**config.mk**
```make
export PLATFORM = sky130hd
export DESIGN_NAME = product_accumulator
export DESIGN_NICKNAME = d
export VERILOG_FILES = /design/src/rtl/product_accumulator.sv
export SDC_FILE = /design/constraint.sdc
export NUM_CORES = 1
export LEC_CHECK = 0
export ABC_CLOCK_PERIOD_IN_PS = 5940
export CAP_MARGIN = 30
export CORE_MARGIN = 2
export CORE_UTILIZATION = 57
export DETAILED_ROUTE_END_ITERATION = 12
export GPL_TIMING_DRIVEN = 0
export PLACE_DENSITY = 0.86
export SYNTH_ARGS = -nofsm -noshare
export SYNTH_HDL_FRONTEND = slang
export SYNTH_SLANG_ARGS = --single-unit
```
**constraint.sdc**
```tcl
create_clock -name clk -period 5.94 [get_ports clk]
set_input_delay 0.594 -clock clk [delete_from_list [all_inputs] [get_ports clk]]
set_output_delay 0.594 -clock clk [all_outputs]
set_load 0.01 [all_outputs]
```
**src/rtl/product_accumulator.sv**
```systemverilog
// product_accumulator
// Sums N_TERMS unsigned 8-bit products from a 4x4 array multiplier into an
// ACC_W-bit result. Results are presented with a valid/ready handshake.
// A sticky overflow flag is reported alongside each result.
// Optional build macro: PRODUCT_ACC_SAT_EN.
//   Defined:   an overflowing add clamps the sum at 2^ACC_W-1.
//   Undefined: an overflowing add wraps modulo 2^ACC_W.

module product_accumulator #(
  parameter int N_TERMS = 4,
  parameter int ACC_W   = 12
) (
  input  logic             clk,
  input  logic             rst,
  input  logic [7:0]       prod_in,
  input  logic             in_valid,
  output logic             in_ready,
  input  logic             clr,
  output logic [ACC_W-1:0] res_data,
  output logic             res_valid,
  input  logic             res_ready,
  output logic             ovf
);

  typedef enum logic [1:0] {
    IDLE,
    ACC,
    HOLD
  } state_t;

  // Counter value held while the final term is being accepted in ACC.
  localparam logic [7:0] LAST_CNT = 8'(N_TERMS - 1);

  state_t           state;
  logic [ACC_W-1:0] acc;
  logic [7:0]       cnt;
  logic             ovf_q;
  logic             res_valid_q;

  logic             accept;
  logic [ACC_W:0]   sum_wide;
  logic             carry;
  logic [ACC_W-1:0] next_acc;

  // Handshake decode: readiness follows state only, and is gated off by reset and clr.
  always_comb begin
    in_ready = 1'b0;
    if (!rst && !clr && (state != HOLD)) begin
      in_ready = 1'b1;
    end
    accept = in_valid & in_ready;
  end

  // Running-sum adder with one extra bit to expose the overflow carry.
  always_comb begin
    sum_wide = {1'b0, acc} + (ACC_W + 1)'(prod_in);
    carry    = sum_wide[ACC_W];
`ifdef PRODUCT_ACC_SAT_EN
    next_acc = carry ? {ACC_W{1'b1}} : sum_wide[ACC_W-1:0];
`else
    next_acc = sum_wide[ACC_W-1:0];
`endif
  end

  // Control FSM and datapath registers. clr outranks every handshake.
  always_ff @(posedge clk or posedge rst) begin
    if (rst) begin
      state       <= IDLE;
      acc         <= '0;
      cnt         <= '0;
      ovf_q       <= 1'b0;
      res_valid_q <= 1'b0;
    end else if (clr) begin
      state       <= IDLE;
      acc         <= '0;
      cnt         <= '0;
      ovf_q       <= 1'b0;
      res_valid_q <= 1'b0;
    end else begin
      case (state)
        IDLE: begin
          if (accept) begin
            acc   <= ACC_W'(prod_in);
            cnt   <= 8'd1;
            ovf_q <= 1'b0;
            if (N_TERMS == 1) begin
              state       <= HOLD;
              res_valid_q <= 1'b1;
            end else begin
              state <= ACC;
            end
          end
        end
        ACC: begin
          if (accept) begin
            acc <= next_acc;
            cnt <= cnt + 8'd1;
            if (carry) begin
              ovf_q <= 1'b1;
            end
            if (cnt == LAST_CNT) begin
              state       <= HOLD;
              res_valid_q <= 1'b1;
            end
          end
        end
        HOLD: begin
          if (res_ready) begin
            state       <= IDLE;
            cnt         <= '0;
            res_valid_q <= 1'b0;
          end
        end
        default: begin
          state       <= IDLE;
          res_valid_q <= 1'b0;
        end
      endcase
    end
  end

  // The result bus always mirrors the accumulator; consumers qualify it with res_valid.
  always_comb begin
    res_data  = acc;
    res_valid = res_valid_q;
    ovf       = ovf_q;
  end

endmodule

```
======== Word-level counts from Yosys, hierarchy flattened ========
Cells that the tools add are included.
Widths: inputs -> output; s select.
operators by class
  add/subtract/negate cells ............... 2
  equality and inequality tests ........... 10
  multiplexer cells ....................... 26
  bitwise logic cells ..................... 1
  reductions and logical operators ........ 12
operators by type and width
  kind                 count
  $mux 12              3
  $mux 8               4
  $pmux 12 s2          1
  $pmux 8 s3           1
  $reduce_and 4->1     4
  $ne 3x3->1 const B   5
  $add 12x8->13        1
  $mux 2               5
  $mux 1               9
  $add 8x1->8 const B  1
  $eq 8x2->1 const B   1
  $pmux 2 s3           1
  $ne 2x2->1 const B   2
  $reduce_bool 4->1    1
  $pmux 1 s3           1
  $reduce_and 3->1     1
  $reduce_bool 3->1    1
  $eq 2x1->1 const B   1
  $eq 2x2->1 const B   1
  $logic_and 1x1->1    2
  $logic_not 1->1      2
  $logic_not 2->1      1
  $pmux 1 s2           1
  $and 1x1->1          1
storage, ports and cells
  register bits after elaboration ......... 24
  input bits .............................. 13
  output and inout port bits .............. 15
  logic and storage cells ................. 56

======== Depth between registers and ports, before layout ========
  depth after elaboration ................. 8
  gate-level depth with buffers ........... 9

======== Worst setup path before layout ========
OpenSTA, ideal clock, no wires.
  path kind ............................... input port to flip-flop
  start ................................... input port prod_in[0]
  end ..................................... register acc[10] (netlist: res_data[10])
  setup time .............................. 0.069 ns
  data arrival time ....................... 2.241 ns
  path slack .............................. 3.630 ns
  cell stages on the path ................. 8
  path buffers ............................ 0
  path through ............................ ha_1 -> inv_1 -> fa_1 -> nand2b_1 -> a21oi_1 -> a21oi_1 -> or4_1 -> nand3_1
between the ends
  longest elaborated chain between the ends .. 4
ends and longest elaborated chain
  item                    RTL line  text
  start: declaration      15        input logic [7:0] prod_in,
  $add 12x8->13           56        sum_wide = {1'b0, acc} + (ACC_W + 1)'(prod_in);
  $mux 12                 95        if (accept) begin
  $pmux 12 s2             80        case (state)
  $mux 12                 73        end else if (clr) begin
  end signal: assignment  83        acc <= ACC_W'(prod_in);
  end signal: assignment  96        acc <= next_acc;
  end: declaration        35        logic [ACC_W-1:0] acc;
Every way passes these cells. The select of a mux whose other input is x is not followed.
A chain may end at the register's enable or synchronous reset.

======== Worst setup path in the final report ========
Ends and elaborated chain as after synthesis.

==> flow_metrics.py <==
metrics = {
    "run": {
        "drv_cap": 0,
    },
    "sta": {
        "clock_skew_ns": 0.004215,
        "period_needed_ns": 2.781,
        "setup-tns-final_ns": 0,
        "timing.fmax_mhz": 359.6,
        "finalHoldViolations": 0,
        "worst_slew_pin_slew_ns": 0.4552,
        "whs_ns": 0.5118,
        "setup_viol": 0,
        "drv_slew": 0,
        "rsz0062_at_grt": "no",
        "maxSlewHeadroom_pct": 69.26,
        "min_period_over_period_pct": 46.81,
    },
    "synth": {
        "synthesis.nets": 220,
        "netlist_area_um2": 1693,
        "ys_seq_area_share_pct": 35.48,
        "yosys-top-cells-area": "dfrtp_1 35%, ha_1 9.6%, o21ai_0 7.4%",
        "synth-seq-cells": 24,
        "ys_warn_count": 0,
        "postSynthAreaPerCell_um2": 8.771,
        "syn_inst": 193,
        "synth_top_area_cell": "dfrtp_1",
        "synth-main-ff-cell": "dfrtp_1",
        "async_flop_share_pct": 100.0,
        "synth_edf_count": 0,
        "yosys.area.top_type_share_pct": 35.48,
        "synth_cell_types": 42,
    },
    "clock_network": {
        "cts_buffers": 3,
        "clk_path_buf_depth": 2,
        "hold_buffers": 0,
        "clock-root-buffer": "clkbuf_4",
        "cts_tree": "yes",
        "cts.sinks": 24,
        "clk-insertion-delay-late_ns": 0.33,
        "post-cts-setup-buffer-count": 0,
        "path_clk_slew_ns": 0.14,
        "cts_max_level": 1,
        "cts_resized": 0,
    },
    "power": {
        "p_leak_uw": 0.0009121,
        "p_per_area_nw_per_um2": 190.5,
        "p_total_uw": 396.7,
        "irDropWorstVdd_mv": 0.1375,
    },
    "placed_design": {
        "hpwlAfterDp_mm": 3.180,
        "io_buffers": 27,
        "place_area_um2": 2002,
        "place.gp.congestion": 0.8616,
    },
    "floorplanning": {
        "die_area_um2": 3422,
        "rows": 19,
        "fp.dieW_um": 58.50,
        "core-area_um2": 2781,
        "ioPinCount": 28,
        "die_h_um": 58.50,
        "start_util_pct": 60.86,
    },
    "status": {
        "outcome": "completed",
    },
    "drt": {
        "vias": 1676,
        "dr_wl_met3_um": 309,
        "wl_met1_mm": 1.818,
        "dr.pass1.iters": 4,
        "highest_layer": "met4",
        "wl_met2_mm": 2.052,
        "drc": 0,
        "via_per_inst": 6.547,
        "detail_route.wl_per_cell_um": 16.66,
        "wl_mm": 4.265,
        "postRouteAntennaNets": 0,
        "drtIter0Drc": 151,
    },
    "critical_path": {
        "cpMostUsedCell": "a21oi_1",
        "critPathMaxFanout": 5,
        "worstSetupEndpointType": "flop",
        "max_stage_delay_ns": 0.50,
        "cp.required_ns": 6.22,
        "path_buf_inv": 2,
        "crit_arrival_ns": 3.06,
        "rr_startpoint": "res_data[0]",
        "worstSetupStartpoint": "prod_in[0]",
        "path_cells": "clkdlybuf4s50_1 -> ha_1 -> inv_1 -> fa_1 -> nand2b_1 -> a21oi_1 -> a21oi_1 -> or4_1 -> nand3_1",
        "crit_family": "simple AND/OR/NAND/NOR gates",
        "slowest_stage": "or4_1",
        "critPathLaunchType": "input port",
        "worst-setup-path-type": "in -> reg",
    },
    "grt": {
        "antenna_found_initial": 0,
        "grt_usage_pct": 26.96,
        "grt_pass1_wl_mm": 7.051,
        "grt_max_degree": 25,
        "overflow": 0,
        "grt_pass1_vias": 1644,
    },
    "layout": {
        "nNetsFinal": 253,
        "diodes": 0,
        "finish.instance_area_um2": 2082,
        "areaGrowthSynthToFinish_pct": 22.99,
        "layout-drive-gt1-share_pct": 5.778,
    },
    "worst_hold_path": {
        "hp-class": "reg -> reg",
        "min_from": "cnt[7]",
    },
}
==> where the power goes <==
group | total, uW | internal, uW | leakage, uW | switching (uW)
Clock | 123 | 68.3 | 0.0000279 | 54.7
Combinational | 99.7 | 44.0 | 0.000553 | 55.7
Sequential | 174 | 169 | 0.000331 | 5.21
==> area by class of cell <==
type | instances | area (um2)
plain buffers | 4 | 18.77
inverters | 11 | 41.29
clock inverters | 1 | 30.03
flip-flops and latches | 24 | 600.6
fillers | 197 | 699.4
repair buffers | 28 | 297.8
well taps | 31 | 38.79
multi-input cells | 154 | 1032
clock buffers | 3 | 22.52
==> cell usage after synthesis (all sizes together), types with 3 or more instances <==
| cell type | number |
|---|---|
| a211oi | 3 |
| a21oi | 16 |
| a31oi | 4 |
| and3 | 4 |
| buf | 3 |
| dfrtp | 24 |
| ha | 13 |
| inv | 10 |
| mux2i | 4 |
| nand2 | 15 |
| nand2b | 8 |
| nand3 | 7 |
| nor2 | 14 |
| nor3 | 4 |
| o21ai | 25 |
| o31ai | 3 |
| or4 | 4 |
| xor2 | 3 |
==> cell usage in the layout, fill, tap and decap left out, drive strengths merged, types with 3 or more instances in the layout <==
cell type      Yosys  layout
a211oi             3       3
a21oi             16      16
a31oi              4       4
and3               4       4
buf                3       4
clkbuf             1       4
clkdlybuf4s50      0      27
dfrtp             24      24
ha                13      13
inv               10      10
mux2i              4       4
nand2             15      15
nand2b             8       8
nand3              7       7
nor2              14      14
nor3               4       4
o21ai             25      25
o31ai              3       3
or4                4       4
xor2               3       3
==> cell families after synthesis <==
group                    Yosys count  synth area share, %
AO/OA/AOI/OAI                     68                25.57
AND/OR/NAND/NOR                   64                20.18
flip-flops                        24                35.48
buffers and inverters             15                3.547
adder cells (fa/ha/maj)           14                10.79
XOR/XNOR                           4                2.070
multiplexers                       4                2.365
==> flip-flops by register name, indices dropped and copies added, names as in the netlist <==
| register | count |
|---|---|
| state | 2 |
| res_valid | 1 |
| res_data | 12 |
| ovf | 1 |
| cnt | 8 |
==> metal layers <==
layer / global-route usage, % / up-vias
met4: 14.29 / 0
met2: 43.82 / 86
li1: - / 779
met5: 0 / -
met3: 4.615 / 10
met1: 34.28 / 801
==> worst paths after layout <==
check                                to  slack [ns]  depth (start not counted)
min                              cnt[7]        0.51                          1
max reg2reg                res_data[10]        3.49                          8
max in group asynchronous   res_data[3]        4.99                          3
min in group asynchronous   res_data[0]        0.60                          2
min reg2reg                      cnt[7]        0.51                          1
max                        res_data[10]        3.16                          9
==> through the flow <==
step	util, %	worst slack (ns)	cells
after floorplan	-	3.630	193
after global placement	71.97	2.946	251
after detailed placement	71.97	2.884	251
after CTS	73.86	3.209	255
after global routing	74.85	3.020	256
final	74.85	3.159	256
Note: power is estimated with default switching activity, not from simulation.
